File: src/rtl/arm_mul_pkg.sv
// ============================================================================
//  Module      : arm_mul_pkg
//  Description : Shared types, constants and helpers for the multi-cycle
//                long-multiply sequencer.
//  Revision    : 1.0 - initial release
// ============================================================================
`default_nettype none

package arm_mul_pkg;

    typedef enum logic [1:0] {
        ST_IDLE = 2'd0,
        ST_PP   = 2'd1,
        ST_FIN  = 2'd2
    } state_t;

    localparam int         MUL_HALF = 16;
    localparam logic [1:0] PP_LAST  = 2'd3;

    // Weight of each 16x16 partial product: lo*lo, lo*hi, hi*lo, hi*hi.
    function automatic logic [5:0] pp_shift(input logic [1:0] k);
        case (k)
            2'd0:    pp_shift = 6'd0;
            2'd1:    pp_shift = 6'd16;
            2'd2:    pp_shift = 6'd16;
            default: pp_shift = 6'd32;
        endcase
    endfunction

    function automatic logic [31:0] pp_half(input logic [31:0] x, input logic hi);
        pp_half = hi ? {16'd0, x[31:MUL_HALF]} : {16'd0, x[MUL_HALF-1:0]};
    endfunction

endpackage

`default_nettype wire

File: src/rtl/mul_long_seq.sv
// ============================================================================
//  Module      : mul_long_seq
//  Description : Sequencer around an external 32x32 (low-32) multiplier that
//                builds MUL/MLA and 64-bit UMULL/UMLAL/SMULL/SMLAL results.
//  Revision    : 1.0 - initial release
// ============================================================================
`default_nettype none

module mul_long_seq
    import arm_mul_pkg::*;
#(
    parameter int N = 32
) (
    input  logic         clk,
    input  logic         rst_n,
    input  logic         start,
    input  logic         long_en,
    input  logic         signed_en,
    input  logic         acc_en,
    input  logic [N-1:0] rm,
    input  logic [N-1:0] rs,
    input  logic [N-1:0] acc_lo,
    input  logic [N-1:0] acc_hi,
    output logic [N-1:0] mul_a,
    output logic [N-1:0] mul_b,
    input  logic [N-1:0] mul_p,
    output logic         busy,
    output logic         done,
    output logic [N-1:0] res_lo,
    output logic [N-1:0] res_hi,
    output logic         n_flag,
    output logic         z_flag
);

    state_t         state_q, state_d;
    logic [1:0]     k_q, k_d;
    logic [N-1:0]   a_q, a_d, b_q, b_d;
    logic           neg_q, neg_d, long_q, long_d, acc_en_q, acc_en_d;
    logic [N-1:0]   acc_lo_q, acc_lo_d, acc_hi_q, acc_hi_d;
    logic [2*N-1:0] prod_q, prod_d;
    logic [N-1:0]   mul_a_q, mul_a_d, mul_b_q, mul_b_d;
    logic [N-1:0]   res_lo_q, res_lo_d, res_hi_q, res_hi_d;
    logic           n_q, n_d, z_q, z_d, done_q, done_d;

    logic           w_sgn;
    logic [N-1:0]   w_a_in, w_b_in;
    logic           w_neg_in;
    logic [1:0]     w_k_next;
    logic [2*N-1:0] w_p, w_r_long;
    logic [N-1:0]   w_r_short;

    // Signed long multiplies run on magnitudes; the sign is restored in FIN.
    assign w_sgn     = long_en & signed_en;
    assign w_a_in    = (w_sgn && rm[N-1]) ? (~rm + 1'b1) : rm;
    assign w_b_in    = (w_sgn && rs[N-1]) ? (~rs + 1'b1) : rs;
    assign w_neg_in  = w_sgn & (rm[N-1] ^ rs[N-1]);
    assign w_k_next  = k_q + 2'd1;

    assign w_p       = neg_q ? (~prod_q + 1'b1) : prod_q;
    assign w_r_long  = w_p + (acc_en_q ? {acc_hi_q, acc_lo_q} : {2*N{1'b0}});
    assign w_r_short = w_p[N-1:0] + (acc_en_q ? acc_lo_q : {N{1'b0}});

    always_comb begin
        state_d  = state_q;
        k_d      = k_q;
        a_d      = a_q;
        b_d      = b_q;
        neg_d    = neg_q;
        long_d   = long_q;
        acc_en_d = acc_en_q;
        acc_lo_d = acc_lo_q;
        acc_hi_d = acc_hi_q;
        prod_d   = prod_q;
        mul_a_d  = '0;
        mul_b_d  = '0;
        res_lo_d = res_lo_q;
        res_hi_d = res_hi_q;
        n_d      = n_q;
        z_d      = z_q;
        done_d   = 1'b0;

        case (state_q)
            ST_IDLE: begin
                if (start) begin
                    a_d      = w_a_in;
                    b_d      = w_b_in;
                    neg_d    = w_neg_in;
                    long_d   = long_en;
                    acc_en_d = acc_en;
                    acc_lo_d = acc_lo;
                    acc_hi_d = acc_hi;
                    prod_d   = '0;
                    k_d      = 2'd0;
                    state_d  = ST_PP;
                    // Operands are registered one cycle ahead of their PP step.
                    mul_a_d  = long_en ? pp_half(w_a_in, 1'b0) : w_a_in;
                    mul_b_d  = long_en ? pp_half(w_b_in, 1'b0) : w_b_in;
                end
            end
            ST_PP: begin
                if (long_q) begin
                    prod_d = prod_q + ({{N{1'b0}}, mul_p} << pp_shift(k_q));
                    if (k_q == PP_LAST) begin
                        state_d = ST_FIN;
                    end else begin
                        k_d     = w_k_next;
                        mul_a_d = pp_half(a_q, w_k_next[1]);
                        mul_b_d = pp_half(b_q, w_k_next[0]);
                    end
                end else begin
                    prod_d  = {{N{1'b0}}, mul_p};
                    state_d = ST_FIN;
                end
            end
            ST_FIN: begin
                if (long_q) begin
                    res_lo_d = w_r_long[N-1:0];
                    res_hi_d = w_r_long[2*N-1:N];
                    n_d      = w_r_long[2*N-1];
                    z_d      = (w_r_long == '0);
                end else begin
                    res_lo_d = w_r_short;
                    res_hi_d = '0;
                    n_d      = w_r_short[N-1];
                    z_d      = (w_r_short == '0);
                end
                done_d  = 1'b1;
                state_d = ST_IDLE;
            end
            default: state_d = ST_IDLE;
        endcase
    end

    always_ff @(posedge clk or negedge rst_n) begin
        if (!rst_n) begin
            state_q  <= ST_IDLE;
            k_q      <= '0;
            a_q      <= '0;
            b_q      <= '0;
            neg_q    <= 1'b0;
            long_q   <= 1'b0;
            acc_en_q <= 1'b0;
            acc_lo_q <= '0;
            acc_hi_q <= '0;
            prod_q   <= '0;
            mul_a_q  <= '0;
            mul_b_q  <= '0;
            res_lo_q <= '0;
            res_hi_q <= '0;
            n_q      <= 1'b0;
            z_q      <= 1'b0;
            done_q   <= 1'b0;
        end else begin
            state_q  <= state_d;
            k_q      <= k_d;
            a_q      <= a_d;
            b_q      <= b_d;
            neg_q    <= neg_d;
            long_q   <= long_d;
            acc_en_q <= acc_en_d;
            acc_lo_q <= acc_lo_d;
            acc_hi_q <= acc_hi_d;
            prod_q   <= prod_d;
            mul_a_q  <= mul_a_d;
            mul_b_q  <= mul_b_d;
            res_lo_q <= res_lo_d;
            res_hi_q <= res_hi_d;
            n_q      <= n_d;
            z_q      <= z_d;
            done_q   <= done_d;
        end
    end

    assign busy   = (state_q != ST_IDLE);
    assign done   = done_q;
    assign mul_a  = mul_a_q;
    assign mul_b  = mul_b_q;
    assign res_lo = res_lo_q;
    assign res_hi = res_hi_q;
    assign n_flag = n_q;
    assign z_flag = z_q;

endmodule

`default_nettype wire
File: config.mk
export PLATFORM = sky130hd
export DESIGN_NAME = mul_long_seq
export DESIGN_NICKNAME = d
export VERILOG_FILES = /design/src/rtl/arm_mul_pkg.sv /design/src/rtl/mul_long_seq.sv
export SDC_FILE = /design/constraint.sdc
export NUM_CORES = 1
export LEC_CHECK = 0
export ABC_AREA = 1
export CAP_MARGIN = 20
export CORE_MARGIN = 5
export CORE_UTILIZATION = 59
export CTS_CLUSTER_DIAMETER = 80
export DETAILED_ROUTE_END_ITERATION = 16
export HOLD_SLACK_MARGIN = 0.08
export PLACE_DENSITY = 0.83
export SLEW_MARGIN = 20
export SYNTH_ARGS = -nofsm -noshare
export SYNTH_HDL_FRONTEND = slang
export SYNTH_SLANG_ARGS = --single-unit
File: constraint.sdc
create_clock -name clk -period 5 [get_ports clk]
set_input_delay 1 -clock clk [delete_from_list [all_inputs] [get_ports clk]]
set_output_delay 1 -clock clk [all_outputs]
set_load 0.01 [all_outputs]
* After elaboration in Yosys (flattened, before gate mapping)
Index checks and enable logic that the tools add are counted.
** Cells by class
- Shift-type cells :: 1
- Reductions and logical operators :: 13
- Muxes and demuxes :: 36
- Equality and inequality tests :: 9
- Bitwise logic cells :: 6
- Add/sub/neg operators :: 7
** Operators by type and width (count)
- 32-bit 2-to-1 mux :: 9
- 64-bit 2-to-1 mux :: 4
- 64-bit adder :: 2
- 32-bit one-hot mux with 2 select lines :: 2
- 64-bit one-hot mux with 2 select lines :: 1
- 16-bit 2-to-1 mux :: 6
- 32-bit by 1-bit adder with 32-bit output, second input constant :: 2
- 64-bit by 1-bit adder with 64-bit output, second input constant :: 1
- 64-bit logical NOT :: 1
- 32-bit NOT :: 2
- 64-bit NOT :: 1
- 32-bit by 6-bit << shifter with 64-bit output :: 1
- 32-bit adder :: 1
- 32-bit logical NOT :: 1
- 2-bit 2-to-1 mux :: 6
- 6-bit 2-to-1 mux :: 2
- 6-bit one-hot mux with 2 select lines :: 1
- 2-bit one-hot mux with 2 select lines :: 2
- 2-bit equality test, second input constant :: 3
- 2-bit != test, second input constant :: 3
- 2-bit AND reduction :: 3
- 2-bit by 1-bit equality test with 1-bit output, second input constant :: 2
- 2-bit logical NOT :: 2
- 4-bit AND reduction :: 1
- other kinds (8) :: 13
** Storage, ports and cells
- Output and inout port bits :: 132
- Logic and storage cells :: 89
- Bits of input ports :: 166
- Register bits :: 330

* Longest topological paths before layout
- Depth in word-level cells :: 9
- Gate-level depth with buffers :: 36
- Gate-level depth less buffers :: 36

* Least setup slack after synthesis
Ideal clock, no wire load.
- Path type :: reg-to-reg
- Start :: register prod_q[1]
- End :: register z_q, in the netlist z_flag
- Setup time :: 0.066 ns
- Path slack :: 1.381 ns
- Clock period less this slack :: 3.619 ns
- Arrival time :: 3.554 ns
- Required time :: 4.934 ns
- Buffers on the path :: 0
- Stages on the path, launching flop included :: 33
- Path through :: dfrtp_1 inv_1 ha_1 inv_1 nor3_2 nand4_1 nor2_2 nand2_1 inv_2 nand2_1 nor4_2 nand2_1 nor2_1 a31oi_1 xor2_1 ha_1 nand2_1 inv_1 a21oi_1 nand2_1 nand2_1 nand2_1 a21oi_1 nand2_1 nand2_1 nand2_1 nor2_1 nand2_1 nor2_1 nand3_1 nand2_1 nand2_1 nand2_1
** Between the ends
- Cells in the longest elaborated chain, start to end :: 6
- Elaborated cells on any way between the ends :: 8
- Those cells by class :: add/sub (3); mux (2); bitwise (1); reduce/logical (2)
** Ends and longest elaborated chain
- start: declaration :: RTL line mul_long_seq.sv:40 : logic [2*N-1:0] prod_q, prod_d;
- start signal: assignment :: RTL line mul_long_seq.sv:163 : prod_q <= prod_d;
- 64-bit NOT :: RTL line mul_long_seq.sv:59 : assign w_p = neg_q ? (~prod_q + 1'b1) : prod_q;
- 64-bit by 1-bit adder with 64-bit output :: RTL line mul_long_seq.sv:59
- 64-bit 2-to-1 mux (*) :: RTL line mul_long_seq.sv:59
- 64-bit adder or 32-bit adder (tied branches) :: RTL line mul_long_seq.sv:60, mul_long_seq.sv:61
- 64-bit logical NOT or 32-bit logical NOT (tied branches) :: RTL line mul_long_seq.sv:120, mul_long_seq.sv:125
- 1-bit 2-to-1 mux (*) :: RTL line mul_long_seq.sv:116 : if (long_q) begin
- end signal: assignment :: RTL line mul_long_seq.sv:169 : z_q <= z_d;
- end: declaration :: RTL line mul_long_seq.sv:43 : logic n_q, n_d, z_q, z_d, done_q, done_d;
Mark *: on every way between the ends. The rest lies on a longest branch, timed or not.
A chain may end at the register's enable or synchronous reset.

* Final worst setup path
Ends and elaborated chain as after synthesis.

==> impl_metrics.toml <==
[layout]
fillCellCount = 3829
final_common_cell = "nand2_1"
nets = 4889
fin_cells = 5223
final_util_pct = 71.4
post_route_cells_drive_above_1_share_pct = 5.52
area_delta_synth_final_pct = 19.5
mostFrequentLayoutCells = "nand2_1 (1422), inv_1 (680), nor2_1 (448), dfrtp_1 (329), clkdlybuf4s50_1 (296)"

[sta]
layout_setup_ws_ns = 0.324
worstMarginPinSlew_ns = 1.01
fin_crit_sh_pct = 93.5
setup_violations = 0
slew_viol_final = 0
holdWs_ns = 0.416
slew_headroom_pct = 32.8
hold_violations = 0
finalCriticalPeriod_ns = 4.68
max_freq_ghz = 0.214
skew_ns = 0.0179

[critical_path]
cpPeakStageDelay_ns = 0.44
crit_top_cell = "nand2_1"
critical_path.max_fanout = 5
arrival_ns = 5.20
critPathRequiredTime_ns = 5.52
cpMaxStageDelayCell = "dfrtp_1"
cp-end-kind = "flip-flop"
critPathKind = "reg2reg"
start_kind = "flip-flop"

[clocking]
numCtsBuffers = 39
cts_num_sinks = 330
clkLatencyLatePin_ns = 0.58
clockBufferDepth = 3
cts_tree = "built"
cts_hold_buf = 0
htreeDepth = 2
path_clk_slew_ns = 0.06
cts_root_buffer = "clkbuf_16"

[route]
wl_per_cell_um = 20.6
drc = 0
drtIter0Drc = 4161
wl_mm = 108
via_per_inst = 5.86
vias = 30600
antenna_left = 0
first_pass_iters = 7

[placed_design]
hpwl_mm = 84.6
io_buffers = 297
gp_congestion = 1.06
post-place-cells = 5150
dpl_worst_slack_ns = 0.413

[synth]
ys_seq_area_share_pct = 30.4
synth-edff-count = 0
avgSynthCellArea_um2 = 6.32
synth-seq-cells = 330
syn_inst = 4300
async_flop_share_pct = 100
synth_cell_types = 68
syn_area_mm2 = 0.0272
synth_fp_nets = 4598
ys.flop_type = "dfrtp_1"
ys_warn_count = 0

[pwr]
power_mw = 23.3
power_density_mw_per_mm2 = 718
leakage_nw = 17.3
vdd_ir_drop_max_v = 0.000635

[flow_run]
max-cap-violations = 0

[hold_path]
hp-class = "in2async"

[grt]
grt_pass1_vias = 29100
gr-total-overflow = 0
grtUsageTotal_pct = 41.5
grt_max_degree = 103
antenna_found_initial = 3
grt_pass1_wl_mm = 165

[floorplanning]
die_area_mm2 = 0.0504
core_area_mm2 = 0.0455
ios = 298
start_util_pct = 59.7
rows = 78
die_h_um = 225
die_x_um = 225

[run_status]
status = "finished, final reports clean"
==> cells by family after synthesis <==
kind of cell | share of synthesized area, %
AND/OR/NAND/NOR | 33.9
buffers and inverters | 11.2
AO/OA/AOI/OAI | 14.4
flip-flops | 30.4
adder cells (fa/ha/maj) | 6.13
XOR/XNOR | 3.48
multiplexers | 0.516
==> flip-flops by register name, indices dropped and copies added (netlist names) <==
name      count
long_q        1
b_q          32
acc_lo_q     32
res_lo       32
k_q           2
neg_q         1
acc_hi_q     32
mul_b        32
acc_en_q      1
state_q       2
z_flag        1
res_hi       32
a_q          32
done          1
mul_a        32
n_flag        1
prod_q       64
==> cell usage after synthesis, drive strengths merged (13+ instances only) <==
cell type | number | area (um2)
a21o | 19 | 143
a21oi | 220 | 1100
a22o | 15 | 131
a31oi | 22 | 138
clkbuf | 90 | 338
dfrtp | 330 | 8260
ha | 130 | 1630
inv | 701 | 2630
mux2i | 14 | 140
nand2 | 1437 | 5430
nand3 | 142 | 786
nand3b | 16 | 124
nand4 | 36 | 231
nor2 | 489 | 1970
nor3 | 59 | 387
nor4 | 28 | 188
o211ai | 20 | 160
o21ai | 301 | 1510
o21bai | 16 | 124
o221ai | 13 | 114
o22ai | 22 | 138
xnor2 | 28 | 245
xor2 | 80 | 701
==> path summary, 6_finish.rpt <==
check                        startpoint            to  slack (ns)  cells past startpoint
max                           prod_q[1]        z_flag        0.32                     33
min                               rst_n      mul_a[4]        0.42                      1
max reg2reg                   prod_q[1]        z_flag        0.32                     33
min reg2reg                acc_hi_q[10]  acc_hi_q[10]        0.48                      2
max in group asynchronous         rst_n     res_lo[1]        3.47                      2
min in group clk           acc_hi_q[10]  acc_hi_q[10]        0.48                      2
==> layout make-up <==
| class | instances | area (um2) | share of cell area [%] |
|---|---|---|---|
| multi-input cells | 3162 | 16000 | 49.2 |
| flip-flops and latches | 330 | 8260 | 25.4 |
| diodes | 2 | 5.00 | 0.0154 |
| repair buffers | 351 | 3430 | 10.6 |
| inverters | 707 | 2660 | 8.18 |
| clock inverters | 21 | 314 | 0.967 |
| clock buffers | 50 | 1080 | 3.32 |
| well taps | 600 | 751 | 2.31 |
==> repair_timing <==
action	in CTS	in global routing
resized for setup	0	19
hold endpoints to repair	0	0
setup buffers	0	0
setup endpoints to repair	0	1
==> metal layers <==
layer / track usage (%) / up-vias / wire, um
li1: - / 14200 / -
met1: 54.3 / 13800 / 41200
met2: 65.4 / 2092 / 46900
met3: 9.72 / 461 / 12900
met4: 19.7 / 4 / 6770
met5: 0 / - / 27
==> stage by stage <==
stage               instance area [um2]  setup TNS, ns
detailed placement                31000              0
CTS                               32400              0
global route                      32500        -0.0175
global placement                  31000              0
finish                            32500              0
floorplan                         27200              0
==> worst max-delay path: cells and delay by family (launching register included) <==
kind	cells	cell delay [ns]
and+or+nand+nor	25	2.94
adders and majority gates	2	0.50
DFF	1	0.44
buffers and inverters	4	0.40
xor gates and xnor gates	1	0.20
AOI/OAI and AO/OA	1	0.14
==> power breakdown <==
part	leakage (nW)	switching, mW	internal [mW]
combinational	12.4	10.4	5.04
clock	0.676	1.31	1.82
sequential	4.23	0.978	3.75
total	17.3	12.7	10.6
No activity file was read; power rests on OpenSTA's default activity.
